[src/rtl/pe_pkg.sv]
// pe_pkg: shared arbiter state encoding and round-robin pick helper
package pe_pkg;
    typedef enum logic [0:0] {ARB_IDLE, ARB_GRANT} arb_state_t;

    function automatic int rr_pick(input logic [255:0] valid, input int ptr, input int n);
        rr_pick = 0;
        for (int i = n - 1; i >= 0; i--)
            if (valid[(ptr + i) % n]) rr_pick = (ptr + i) % n;
    endfunction
endpackage

[src/rtl/pe_mux.sv]
// pe_mux: N-way data select feeding the PE output stage
module pe_mux #(
    parameter int WIDTH     = 8,
    parameter int SEL_WIDTH = 3
) (
    input  logic [WIDTH-1:0]     data_in [(1<<SEL_WIDTH)-1:0],
    input  logic [SEL_WIDTH-1:0] sel,
    output logic [WIDTH-1:0]     data_out
);
    assign data_out = data_in[sel];
endmodule

[src/rtl/pe_mux_arbiter.sv]
// pe_mux_arbiter: round-robin burst arbiter sharing one registered PE input among N requesters
module pe_mux_arbiter
    import pe_pkg::*;
#(
    parameter int WIDTH     = 8,
    parameter int SEL_WIDTH = 3,
    parameter int MAX_BURST = 4
) (
    input  logic                 clk,
    input  logic                 rst_n,
    input  logic [(1<<SEL_WIDTH)-1:0] req_valid,
    input  logic [(1<<SEL_WIDTH)-1:0] req_last,
    input  logic [WIDTH-1:0]     req_data [(1<<SEL_WIDTH)-1:0],
    output logic [(1<<SEL_WIDTH)-1:0] req_ready,
    output logic [SEL_WIDTH-1:0] sel,
    output logic                 locked,
    output logic                 out_valid,
    input  logic                 out_ready,
    output logic [WIDTH-1:0]     out_data,
    output logic [SEL_WIDTH-1:0] out_src,
    output logic                 out_last
);
    localparam int N  = 1 << SEL_WIDTH;
    localparam int CW = $clog2(MAX_BURST + 1);

    arb_state_t           state;
    logic [SEL_WIDTH-1:0] ptr, owner;
    logic [CW-1:0]        beat_cnt;
    logic [WIDTH-1:0]     mux_data;
    logic                 can_load, xfer, rel;

    pe_mux #(.WIDTH(WIDTH), .SEL_WIDTH(SEL_WIDTH)) u_mux (
        .data_in(req_data), .sel(owner), .data_out(mux_data)
    );

    assign locked    = state == ARB_GRANT;
    assign sel       = owner;
    assign can_load  = !out_valid || out_ready;
    assign req_ready = locked && can_load ? N'(1) << owner : '0;
    assign xfer      = locked && can_load && req_valid[owner];
    assign rel       = req_last[owner] || beat_cnt == CW'(MAX_BURST - 1);

    always_ff @(posedge clk or negedge rst_n) begin
        if (!rst_n) begin
            state     <= ARB_IDLE;
            ptr       <= '0;
            owner     <= '0;
            beat_cnt  <= '0;
            out_valid <= 1'b0;
            out_data  <= '0;
            out_src   <= '0;
            out_last  <= 1'b0;
        end else begin
            if (state == ARB_IDLE) begin
                if (|req_valid) begin
                    owner    <= SEL_WIDTH'(rr_pick(256'(req_valid), int'(ptr), N));
                    beat_cnt <= '0;
                    state    <= ARB_GRANT;
                end
            end else if (xfer) begin
                beat_cnt <= rel ? '0 : beat_cnt + 1'b1;
                if (rel) begin
                    ptr   <= owner + 1'b1;
                    state <= ARB_IDLE;
                end
            end
            if (xfer) begin
                out_valid <= 1'b1;
                out_data  <= mux_data;
                out_src   <= owner;
                out_last  <= rel;
            end else if (out_ready) begin
                out_valid <= 1'b0;
            end
        end
    end
endmodule

[config.mk]
export PLATFORM = sky130hd
export DESIGN_NAME = pe_mux_arbiter
export DESIGN_NICKNAME = d
export VERILOG_FILES = /design/src/rtl/pe_pkg.sv /design/src/rtl/pe_mux.sv /design/src/rtl/pe_mux_arbiter.sv
export SDC_FILE = /design/constraint.sdc
export NUM_CORES = 1
export LEC_CHECK = 0
export BUFFER_PORTS_ARGS = -buffer_cell sky130_fd_sc_hd__buf_4
export CAP_MARGIN = 25
export CORE_ASPECT_RATIO = 0.75
export CORE_UTILIZATION = 53
export CTS_CLUSTER_DIAMETER = 40
export DETAILED_ROUTE_END_ITERATION = 10
export GPL_TIMING_DRIVEN = 1
export PLACE_DENSITY = 0.88
export SLEW_MARGIN = 5
export SYNTH_ARGS = -nofsm -noshare
export SYNTH_HDL_FRONTEND = slang
export SYNTH_SLANG_ARGS = --single-unit
[constraint.sdc]
create_clock -name clk -period 5.9 [get_ports clk]
set_input_delay 0.885 -clock clk [delete_from_list [all_inputs] [get_ports clk]]
set_output_delay 0.885 -clock clk [all_outputs]
set_load 0.02 [all_outputs]
== Word level (Yosys, flattened, before mapping) ==
Cells that the tools add are included.

* Bits in registers: 23
* Input port bits: 83
* Output and inout port bits: 25
* Logic and storage cells: 103

* Add/subtract/negate cells: 9
* $lt $le $gt $ge: 9
* Equal/unequal tests: 2
* Shift-type cells: 1
* Mux-type cells: 48
* Bitwise gates (word level): 8
* Reductions and logical operators: 18

{| class="wikitable"
|+ Operators by type and width
! operator !! count
|-
| 4-bit by 10-bit < comparator with 1-bit output, second input constant || 7
|-
| 3-bit two-way mux || 12
|-
| 1-bit binary-select mux with 4-bit select || 7
|-
| 8-bit binary-select mux with 3-bit select || 1
|-
| 1-bit two-way mux || 23
|-
| 3-bit OR reduction || 7
|-
| 8-bit two-way mux || 2
|-
| 3-bit adder, second input constant || 4
|-
| 3-bit by 1-bit adder with 3-bit output, second input constant || 3
|-
| 1-bit binary-select mux with 3-bit select || 3
|-
| 3-bit by 9-bit < comparator with 1-bit output, second input constant || 1
|-
| 8-bit OR reduction || 1
|-
| 1-bit by 3-bit << shifter with 8-bit output, first input constant || 1
|-
| 1-bit bitwise AND, first input constant || 7
|-
| 3-bit by 2-bit adder with 3-bit output, second input constant || 2
|-
| 3-bit by 4-bit < comparator with 1-bit output, second input constant || 1
|-
| 2-bit AND reduction || 2
|-
| 2-bit nonzero test || 2
|-
| 3-bit by 2-bit == test with 1-bit output, second input constant || 1
|-
| 3-bit AND reduction || 1
|-
| 1-bit logical AND || 2
|-
| 1-bit logical OR || 2
|-
| 2-bit by 1-bit != test with 1-bit output, second input constant || 1
|-
| 1-bit zero test || 1
|-
| 1-bit inverter || 1
|}

== Logic depth before layout (Yosys ltp) ==
Gate-level depths: netlist (run 1).

* Depth after elaboration: 14
* Gate-level depth with buffers: 11
* Depth with buffers taken out: 8

== Hierarchy ==
From an unflattened synthesis (run 1), not the netlist that was laid out.

* Cell total of the unflattened synthesis: 232
* Area, all modules: 2,668.8 um^2

{| class="wikitable"
|+ Modules (own cells, without submodules)
! module !! instances !! cells an instance !! area each (um^2) !! sequential area each (um^2)
|-
| pe_mux_arbiter || 1 || 203 || 2,118.3 || 575.6
|-
| pe_mux || 1 || 29 || 550.5 || 0.0
|}

== Worst setup path before layout (run 1) ==
No wires, ideal clock.

* Kind: flip-flop to flip-flop
* Start: reg ptr[1]
* End: reg owner[0] (netlist: sel[0])
* Data arrival time: 2,675 ps
* Data required time: 5,774 ps
* Path slack: 3,099 ps
* Cell stages (with the launch flop): 12
* Buffers on the path: 3
* Period minus slack after synthesis: 2,801 ps
* Path through: dfrtp_1 buf_4 buf_6 inv_1 ha_1 buf_6 mux4_2 mux2i_4 inv_1 o21ai_1 a2111oi_2 o32a_1

* Word-level cells in the longest chain between the ends: 14
* Elaborated cells on any way between the ends: 52
* Classes of those cells: add/sub: 7; mux: 31; bitwise: 7; reduce/logical: 7

{| class="wikitable"
|+ Ends and longest elaborated chain
! item !! line !! text
|-
| from (decl) || pe_mux_arbiter.sv:27 || <nowiki>logic [SEL_WIDTH-1:0] ptr, owner;</nowiki>
|-
| from (signal assigned) || pe_mux_arbiter.sv:63 || <nowiki>ptr <= owner + 1'b1;</nowiki>
|-
| 3-bit adder || pe_pkg.sv:8 || <nowiki>if (valid[(ptr + i) % n]) rr_pick = (ptr + i) % n;</nowiki>
|-
| 3-bit OR reduction (no source line) || - ||
|-
| 1-bit bitwise AND (no source line) || - ||
|-
| 1-bit binary-select mux with 4-bit select || pe_pkg.sv:8 ||
|-
| 1-bit two-way mux (not written as such) (2 in series) || pe_pkg.sv:8 ||
|-
| 3-bit two-way mux (7 in series) || pe_pkg.sv:8 ||
|-
| 3-bit two-way mux (*) || pe_pkg.sv:8 ||
|-
| to (signal assigned) || pe_mux_arbiter.sv:56 || <nowiki>owner <= SEL_WIDTH'(rr_pick(256'(req_valid), int'(ptr), N));</nowiki>
|-
| to (decl) || pe_mux_arbiter.sv:27 ||
|}

Mark *: on every way between the ends. The rest lies on a longest branch, timed or not. The select of a mux whose other input is x is not followed.
A chain may end at the register's enable or synchronous reset.

== Worst setup path after layout (run 1) ==
Same ends and word-level chain as after synthesis.

==> metrics.txt, run 1 <==
# TYPE chip_impl_metric gauge
chip_impl_metric{name="synth.mux.area_fraction",unit=""} 0.3681
chip_impl_metric{name="port-buffer-count",unit=""} 107
chip_impl_metric{name="floorplan.io_pins",unit=""} 108
chip_impl_metric{name="post_synthesis_async_set_or_reset_flop_share",unit=""} 1.000
chip_impl_metric{name="synth-compound-area-share",unit=""} 0.1368
chip_impl_metric{name="hold_viol_final",unit=""} 0
chip_impl_metric{name="grt_first_pass_wirelength",unit="um"} 11500
chip_impl_metric{name="maxClockFrequency",unit="GHz"} 0.2692
chip_impl_metric{name="final_max_slew_viol_count",unit=""} 0
chip_impl_info{name="worst_hold_path_type",value="primary input to async pin"} 1
chip_impl_metric{name="met2_usage",unit=""} 0.4752
chip_impl_info{name="main_combinational_cell_family_by_area_after_synthesis",value="multiplexers"} 1
chip_impl_metric{name="dp_hpwl",unit="um"} 5777
chip_impl_metric{name="syn-instance-count",unit=""} 248
chip_impl_metric{name="ant_nets",unit=""} 0
chip_impl_metric{name="synth_simple_gate_area_frac",unit=""} 0.1402
chip_impl_metric{name="final-setup-viol-count",unit=""} 0
chip_impl_metric{name="clock_sink_count",unit=""} 23
chip_impl_metric{name="critPathArrivalTime",unit="ps"} 3880
chip_impl_metric{name="first_global_vias",unit=""} 2329
chip_impl_metric{name="detail_route.vias_per_cell",unit=""} 6.359
chip_impl_metric{name="floorplan.initialDensity",unit=""} 0.5654
chip_impl_metric{name="wl_per_cell",unit="um"} 18.56
chip_impl_metric{name="synth-adder-area-share",unit=""} 0.04869
chip_impl_metric{name="post_cts_resize_count",unit=""} 0
chip_impl_metric{name="yosysUniqueCellTypes",unit=""} 50
chip_impl_metric{name="cts_hold_buffers",unit=""} 0
chip_impl_metric{name="tightestPinTransition",unit="ps"} 968.6
chip_impl_metric{name="r2r_slack",unit="ps"} 2190
chip_impl_metric{name="grt_remaining_overflow",unit=""} 0
chip_impl_metric{name="ys_warn_count",unit=""} 0
chip_impl_metric{name="cp_data_required_time",unit="ps"} 6060
chip_impl_metric{name="dieWidth",unit="um"} 82.41
chip_impl_metric{name="worst_slack_on_hold_paths",unit="ps"} 495.5
chip_impl_metric{name="post_route_cells_drive_above_1_share",unit=""} 0.4631
chip_impl_metric{name="synth_edf_count",unit=""} 0
chip_impl_info{name="ys_top_cells_by_area",value="sky130_fd_sc_hd__mux4_2 (27%), sky130_fd_sc_hd__dfrtp_1 (22%), sky130_fd_sc_hd__ha_1 (4.9%)"} 1
chip_impl_info{name="synthDominantAreaCellType",value="sky130_fd_sc_hd__mux4_2"} 1
chip_impl_metric{name="vias",unit=""} 2518
chip_impl_metric{name="remaining_drc_errors",unit=""} 0
chip_impl_metric{name="antennaDiodeCount",unit=""} 0
chip_impl_metric{name="place.gp.congestion",unit=""} 1.019
chip_impl_info{name="synth_top_cells_by_count",value="sky130_fd_sc_hd__nand2_1 (33), sky130_fd_sc_hd__mux4_2 (31), sky130_fd_sc_hd__dfrtp_1 (23), sky130_fd_sc_hd__nor2_1 (15), sky130_fd_sc_hd__inv_1 (12)"} 1
chip_impl_metric{name="tritoncts.num_buffers",unit=""} 3
chip_impl_metric{name="timing.max_cap.violations",unit=""} 0
chip_impl_info{name="timing.setup.critical_path_class",value="register to register"} 1
chip_impl_metric{name="fin_nets",unit=""} 433
chip_impl_metric{name="drt-initial-drc-count",unit=""} 226
chip_impl_metric{name="area.growth.synth_to_final",unit="%"} 31.65
chip_impl_metric{name="cts-htree-levels",unit=""} 1
chip_impl_metric{name="grt.met1_usage",unit=""} 0.4074
chip_impl_metric{name="leakage",unit="nW"} 1.544
chip_impl_metric{name="crit_path_max_fanout",unit=""} 22
chip_impl_metric{name="timing.final.crit_share",unit=""} 0.6295
chip_impl_metric{name="pd_cells",unit="nW/um^2"} 537.4
chip_impl_metric{name="track_usage",unit=""} 0.2964
chip_impl_metric{name="worst_clock_skew",unit="ps"} 5.522
chip_impl_metric{name="path_clk_slew",unit="ps"} 80
chip_impl_metric{name="worst_skew_pair.late_latency",unit="ps"} 270
chip_impl_metric{name="netlist_area",unit="um^2"} 2570
chip_impl_info{name="critPathCaptureType",value="register"} 1
chip_impl_info{name="ctsRootBufferMaster",value="sky130_fd_sc_hd__clkbuf_8"} 1
chip_impl_metric{name="drt-pass1-iter-count",unit=""} 5
chip_impl_metric{name="die_y",unit="um"} 62.31
chip_impl_metric{name="timing.final.crit_period",unit="ps"} 3714
chip_impl_info{name="status",value="complete, no violations"} 1
chip_impl_metric{name="timing.max_slew.rel_slack",unit=""} 0.3543
chip_impl_metric{name="antenna_found_initial",unit=""} 0
chip_impl_metric{name="cts_post_setup_buffers_inserted",unit=""} 0
chip_impl_metric{name="seq_area_frac_synth",unit=""} 0.2240
chip_impl_metric{name="syn_avg_cell_area",unit="um^2"} 10.36
chip_impl_info{name="setup.worst_path.start_class",value="register"} 1
chip_impl_metric{name="xor_and_xnor_area_share_after_synthesis",unit=""} 0.01704
chip_impl_info{name="synth.most_common_cell",value="sky130_fd_sc_hd__nand2_1"} 1
chip_impl_info{name="global_route.peak_usage_layer",value="met2"} 1
chip_impl_metric{name="synthesized_net_count",unit=""} 341
chip_impl_metric{name="std_cell_rows",unit=""} 21
chip_impl_metric{name="groute.layer.met3.usage",unit=""} 0.07500
chip_impl_metric{name="clk_path_buf_depth",unit=""} 2
chip_impl_info{name="grt_setup_unrepaired",value="false"} 1
chip_impl_metric{name="fin_setup_tns",unit="ps"} 0
chip_impl_metric{name="vdd_ir_drop_max",unit="V"} 0.0002731
chip_impl_metric{name="wl",unit="um"} 7349
chip_impl_metric{name="synth_top_cell_area_share",unit=""} 0.2717
chip_impl_metric{name="ff2ff_path_depth",unit=""} 8
chip_impl_metric{name="dieArea",unit="um^2"} 5134
chip_impl_info{name="synthFlopType",value="sky130_fd_sc_hd__dfrtp_1"} 1
chip_impl_metric{name="yosys_register_bits",unit=""} 23
chip_impl_metric{name="maximum_number_of_pins_on_one_net_before_global_route_repair",unit=""} 26
chip_impl_info{name="cts_tree",value="done"} 1
chip_impl_metric{name="coreArea",unit="um^2"} 4546
[registers in the layout, summed over array words and instances (netlist names)]
name,count
sel,3
beat_cnt,3
out_src,3
out_valid,1
out_data,8
locked,1
out_last,1
ptr,3
[where the power goes]
| group | total [W] | internal (W) | leakage, nW | switching [W] |
|---|---|---|---|---|
| registers | 0.000381 | 0.000232 | 0.273 | 0.000149 |
| clock network | 0.0000987 | 0.0000473 | 0.0255 | 0.0000514 |
| logic | 0.00134 | 0.000646 | 1.25 | 0.000692 |
| total | 0.00182 | 0.000926 | 1.54 | 0.000892 |
[cell usage in the layout (no fill, tap or decap), types with 2 or more instances in the layout]
master | synthesis | layout
sky130_fd_sc_hd__a21oi_1 | 5 | 5
sky130_fd_sc_hd__nand2_1 | 33 | 33
sky130_fd_sc_hd__nor4_1 | 2 | 2
sky130_fd_sc_hd__o2111ai_1 | 2 | 2
sky130_fd_sc_hd__mux2i_4 | 2 | 2
sky130_fd_sc_hd__mux2_2 | 5 | 5
sky130_fd_sc_hd__xor2_1 | 3 | 3
sky130_fd_sc_hd__nor2b_1 | 3 | 3
sky130_fd_sc_hd__nor2_1 | 15 | 15
sky130_fd_sc_hd__a211oi_1 | 2 | 2
sky130_fd_sc_hd__mux2i_1 | 8 | 8
sky130_fd_sc_hd__o21ai_0 | 9 | 9
sky130_fd_sc_hd__a2111oi_0 | 2 | 2
sky130_fd_sc_hd__a221oi_1 | 2 | 2
sky130_fd_sc_hd__inv_1 | 12 | 12
sky130_fd_sc_hd__and2_1 | 3 | 3
sky130_fd_sc_hd__clkbuf_8 | 0 | 3
sky130_fd_sc_hd__dfrtp_1 | 23 | 23
sky130_fd_sc_hd__nand2b_1 | 2 | 2
sky130_fd_sc_hd__nand3_1 | 6 | 6
sky130_fd_sc_hd__a21oi_2 | 2 | 2
sky130_fd_sc_hd__and3_1 | 10 | 10
sky130_fd_sc_hd__a31oi_1 | 11 | 11
sky130_fd_sc_hd__buf_4 | 1 | 109
sky130_fd_sc_hd__mux4_2 | 31 | 31
sky130_fd_sc_hd__mux4_1 | 2 | 2
sky130_fd_sc_hd__ha_1 | 10 | 10
sky130_fd_sc_hd__xnor2_1 | 2 | 2
[cell type report]
type	count	area, um^2
well taps	57	71.32
fillers	316	1162
repair buffers	109	818.3
clock buffers	3	41.29
flip-flops and latches	23	575.6
inverters	12	45.04
clock inverters	1	5.005
multi-input cells	191	1827
[per-stage QoR]
step | utilization | instance area [um^2] | cells | total power, W | setup WS, ps
final | 0.7443 | 3383 | 396 | 0.001818 | 2186
after global routing | 0.7443 | 3383 | 396 | 0.001947 | 1986
after CTS | 0.7443 | 3383 | 396 | 0.001805 | 2242
after detailed placement | 0.7341 | 3337 | 392 | 0.001707 | 2251
after global placement | 0.7341 | 3337 | 392 | 0.001655 | 2353
after floorplan | - | 2570 | 248 | 0.001379 | 3099
[worst max-delay path: stages (launching register included)]
cell and delay (ps):
sky130_fd_sc_hd__dfrtp_1 910, sky130_fd_sc_hd__inv_1 300, sky130_fd_sc_hd__ha_1 660, sky130_fd_sc_hd__mux4_1 710, sky130_fd_sc_hd__nand2_2 130, sky130_fd_sc_hd__a21boi_4 250
sky130_fd_sc_hd__o311ai_1 150, sky130_fd_sc_hd__a31o_1 230, sky130_fd_sc_hd__o32a_1 280
[path summary, 6_finish.rpt]
kind,from,end
hold / removal,rst_n,out_valid
max in group asynchronous,rst_n,ptr[1]
hold reg to reg,beat_cnt[1],beat_cnt[1]
min in group clk,beat_cnt[1],beat_cnt[1]
setup / recovery,ptr[1],sel[0]
setup reg to reg,ptr[1],sel[0]
[kinds of logic (layout without fill, tap and decap cells)]
group | after synthesis | after routing
XOR/XNOR | 5 | 5
buffers and inverters | 34 | 125
AO/OA/AOI/OAI | 49 | 49
adder cells (fa/ha/maj) | 10 | 10
AND/OR/NAND/NOR | 78 | 78
flip-flops | 23 | 23
multiplexers | 49 | 49
[routing by layer]
layer  wire, um  vias up
li1           -     1136
met1       2830     1203
met2       3721      167
met3        713       12
met4         84        0
met5          0        -
Power figures use the tool's default switching activity.
==> inputs of run 2 (changes only) <==
--- a/config.mk
+++ b/config.mk
@@ -8,11 +8,11 @@
 export BUFFER_PORTS_ARGS = -buffer_cell sky130_fd_sc_hd__buf_4
 export CAP_MARGIN = 25
 export CORE_ASPECT_RATIO = 0.75
-export CORE_UTILIZATION = 53
+export CORE_UTILIZATION = 44
 export CTS_CLUSTER_DIAMETER = 40
 export DETAILED_ROUTE_END_ITERATION = 10
 export GPL_TIMING_DRIVEN = 1
-export PLACE_DENSITY = 0.88
+export PLACE_DENSITY = 0.78
 export SLEW_MARGIN = 5
 export SYNTH_ARGS = -nofsm -noshare
 export SYNTH_HDL_FRONTEND = slang
==> constraint.sdc (replaced) <==
create_clock -name clk -period 3.1 [get_ports clk]
set_input_delay 0.465 -clock clk [delete_from_list [all_inputs] [get_ports clk]]
set_output_delay 0.465 -clock clk [all_outputs]
set_load 0.02 [all_outputs]
==> metrics.txt, run 2 (synthesized netlist as in run 1, its figures left out) <==
# TYPE chip_impl_metric gauge
chip_impl_metric{name="dpl_cell_area",unit="um^2"} 3420
chip_impl_info{name="critPathSlowestCell",value="sky130_fd_sc_hd__mux4_1"} 1
chip_impl_metric{name="cpPeakStageDelay",unit="ps"} 690
chip_impl_metric{name="cts_hold_buffers",unit=""} 0
chip_impl_metric{name="antenna_found_initial",unit=""} 0
chip_impl_info{name="ctsRootBufferMaster",value="sky130_fd_sc_hd__clkbuf_8"} 1
chip_impl_metric{name="post_route_cells_drive_above_1_share",unit=""} 0.4755
chip_impl_metric{name="vias",unit=""} 2507
chip_impl_metric{name="die_y",unit="um"} 68.19
chip_impl_metric{name="dieArea",unit="um^2"} 6154
chip_impl_info{name="setup.worst_path.start_class",value="register"} 1
chip_impl_metric{name="path_buf_inv",unit=""} 1
chip_impl_metric{name="first_global_vias",unit=""} 2425
chip_impl_metric{name="final_design_area_no_fill",unit="um^2"} 3466
chip_impl_metric{name="clk_path_buf_depth",unit=""} 2
chip_impl_metric{name="cp_data_required_time",unit="ps"} 3260
chip_impl_metric{name="wl",unit="um"} 7204
chip_impl_metric{name="std_cell_rows",unit=""} 23
chip_impl_metric{name="worst_clock_skew",unit="ps"} 7.348
chip_impl_info{name="grt_setup_unrepaired",value="false"} 1
chip_impl_metric{name="fin_setup_tns",unit="ps"} 0
chip_impl_metric{name="largest_register_ff_count",unit=""} 8
chip_impl_info{name="critPathCaptureType",value="register"} 1
chip_impl_info{name="status",value="complete, no violations"} 1
chip_impl_metric{name="timing.max_slew.rel_slack",unit=""} 0.6093
chip_impl_metric{name="tritoncts.num_buffers",unit=""} 3
chip_impl_metric{name="grt_first_pass_wirelength",unit="um"} 11730
chip_impl_metric{name="maxClockFrequency",unit="GHz"} 0.3717
chip_impl_metric{name="track_usage",unit=""} 0.2420
chip_impl_info{name="most_frequent_standard_cell_in_the_layout_excluding_fill_and_tap_cells",value="sky130_fd_sc_hd__buf_4"} 1
chip_impl_metric{name="coreArea",unit="um^2"} 5497
chip_impl_metric{name="maximum_number_of_pins_on_one_net_before_global_route_repair",unit=""} 24
chip_impl_metric{name="dieWidth",unit="um"} 90.25
chip_impl_info{name="critical_path.cell_chain",value="inv_1 -> ha_1 -> mux4_1 -> nand2_2 -> a21boi_4 -> o311ai_1 -> a31o_1 -> o32a_1"} 1
chip_impl_metric{name="final_max_slew_viol_count",unit=""} 0
chip_impl_metric{name="critPathArrivalTime",unit="ps"} 2850
chip_impl_metric{name="timing.max_cap.violations",unit=""} 0
chip_impl_info{name="cp_top_family",value="compound AO/OA/AOI/OAI gates"} 1
chip_impl_metric{name="drt-pass1-iter-count",unit=""} 5
chip_impl_metric{name="placed_cells",unit=""} 418
chip_impl_metric{name="detailedPlace.worstSlack",unit="ps"} 436.9
chip_impl_info{name="worst_hold_path_type",value="primary input to async pin"} 1
chip_impl_metric{name="cts_post_setup_buffers_inserted",unit=""} 0
chip_impl_metric{name="wl_per_cell",unit="um"} 17.07
chip_impl_metric{name="detail_route.vias_per_cell",unit=""} 5.941
chip_impl_metric{name="remaining_drc_errors",unit=""} 0
chip_impl_metric{name="leakage",unit="nW"} 1.583
chip_impl_metric{name="grt_remaining_overflow",unit=""} 0
chip_impl_metric{name="finalNonFillerCells",unit=""} 422
chip_impl_metric{name="vdd_ir_drop_max",unit="V"} 0.0003543
chip_impl_metric{name="worst_skew_pair.late_latency",unit="ps"} 270
chip_impl_metric{name="timing.final.crit_period",unit="ps"} 2691
chip_impl_metric{name="drt-initial-drc-count",unit=""} 207
chip_impl_metric{name="place.gp.congestion",unit=""} 0.8821
chip_impl_metric{name="timing.final.crit_share",unit=""} 0.8679
chip_impl_metric{name="cts-htree-levels",unit=""} 1
chip_impl_metric{name="path_clk_slew",unit="ps"} 90
chip_impl_metric{name="worst_slack",unit="ps"} 409.5
chip_impl_metric{name="tightestPinTransition",unit="ps"} 586.0
chip_impl_info{name="timing.setup.critical_path_class",value="register to register"} 1
chip_impl_metric{name="post_cts_resize_count",unit=""} 0
chip_impl_metric{name="hold_viol_final",unit=""} 0
chip_impl_metric{name="crit_path_max_fanout",unit=""} 6
chip_impl_info{name="max_flop_register",value="out_data"} 1
chip_impl_metric{name="dp_hpwl",unit="um"} 5835
chip_impl_info{name="reg2reg_from",value="ptr[0]"} 1
chip_impl_metric{name="antennaDiodeCount",unit=""} 0
chip_impl_info{name="cp-startpoint",value="ptr[0]"} 1
chip_impl_metric{name="area.growth.synth_to_final",unit="%"} 34.86
chip_impl_metric{name="fin_nets",unit=""} 441
chip_impl_metric{name="pd_cells",unit="nW/um^2"} 1010
chip_impl_metric{name="floorplan.io_pins",unit=""} 108
chip_impl_metric{name="ant_nets",unit=""} 0
chip_impl_metric{name="floorplan.initialDensity",unit=""} 0.4676
chip_impl_metric{name="clock_sink_count",unit=""} 23
chip_impl_metric{name="final_core_density",unit=""} 0.6305
chip_impl_info{name="cts_tree",value="done"} 1
chip_impl_metric{name="port-buffer-count",unit=""} 107
chip_impl_metric{name="final-setup-viol-count",unit=""} 0
chip_impl_info{name="layout.cells.most_common_list",value="sky130_fd_sc_hd__buf_4 (117), sky130_fd_sc_hd__nand2_1 (33), sky130_fd_sc_hd__mux4_2 (31)"} 1
==> run 2: worst paths after layout <==
check	end	slack, ps	cells past startpoint
min	out_last	70	1
min in group clk	beat_cnt[2]	500	2
max reg2reg	sel[0]	410	8
min reg2reg	beat_cnt[2]	500	2
max in group asynchronous	ptr[0]	2790	1
max	sel[0]	410	8
==> run 2: per-stage QoR <==
stage / hold slack (ps) / power (W)
floorplan: 169.4 / 0.002625
global placement: 374.2 / 0.003244
detailed placement: 372.3 / 0.003306
CTS: 81.18 / 0.003497
global route: 90.96 / 0.003770
finish: 67.23 / 0.003502
==> run 2: worst reg2reg max path, stage by stage, from the launching register on <==
cell,delay (ps)
sky130_fd_sc_hd__dfrtp_1,350
sky130_fd_sc_hd__inv_1,120
sky130_fd_sc_hd__ha_1,400
sky130_fd_sc_hd__mux4_1,690
sky130_fd_sc_hd__nand2_2,140
sky130_fd_sc_hd__a21boi_4,240
sky130_fd_sc_hd__o311ai_1,130
sky130_fd_sc_hd__a31o_1,220
sky130_fd_sc_hd__o32a_1,290
==> run 2: final cells by class <==
type / count / area, um^2
fill: 455 / 2031
multi-input combinational: 191 / 1827
timing repair buffer: 117 / 878.3
sequential: 23 / 575.6
tap: 75 / 93.84
inverter: 12 / 45.04
clock buffer: 3 / 41.29
clock inverter: 1 / 5.005
==> run 2: per-layer routing <==
layer  part of all wire  track usage
met5                  0            0
met4              0.018      0.06452
met3              0.071      0.03556
met2               0.47       0.4065
met1               0.44       0.3336
==> run 2: power breakdown <==
group          total, W  switching [W]  internal (W)
registers      0.000602       0.000158      0.000445
logic           0.00271        0.00143       0.00128
clock network  0.000188      0.0000984     0.0000898
total           0.00350        0.00168       0.00182
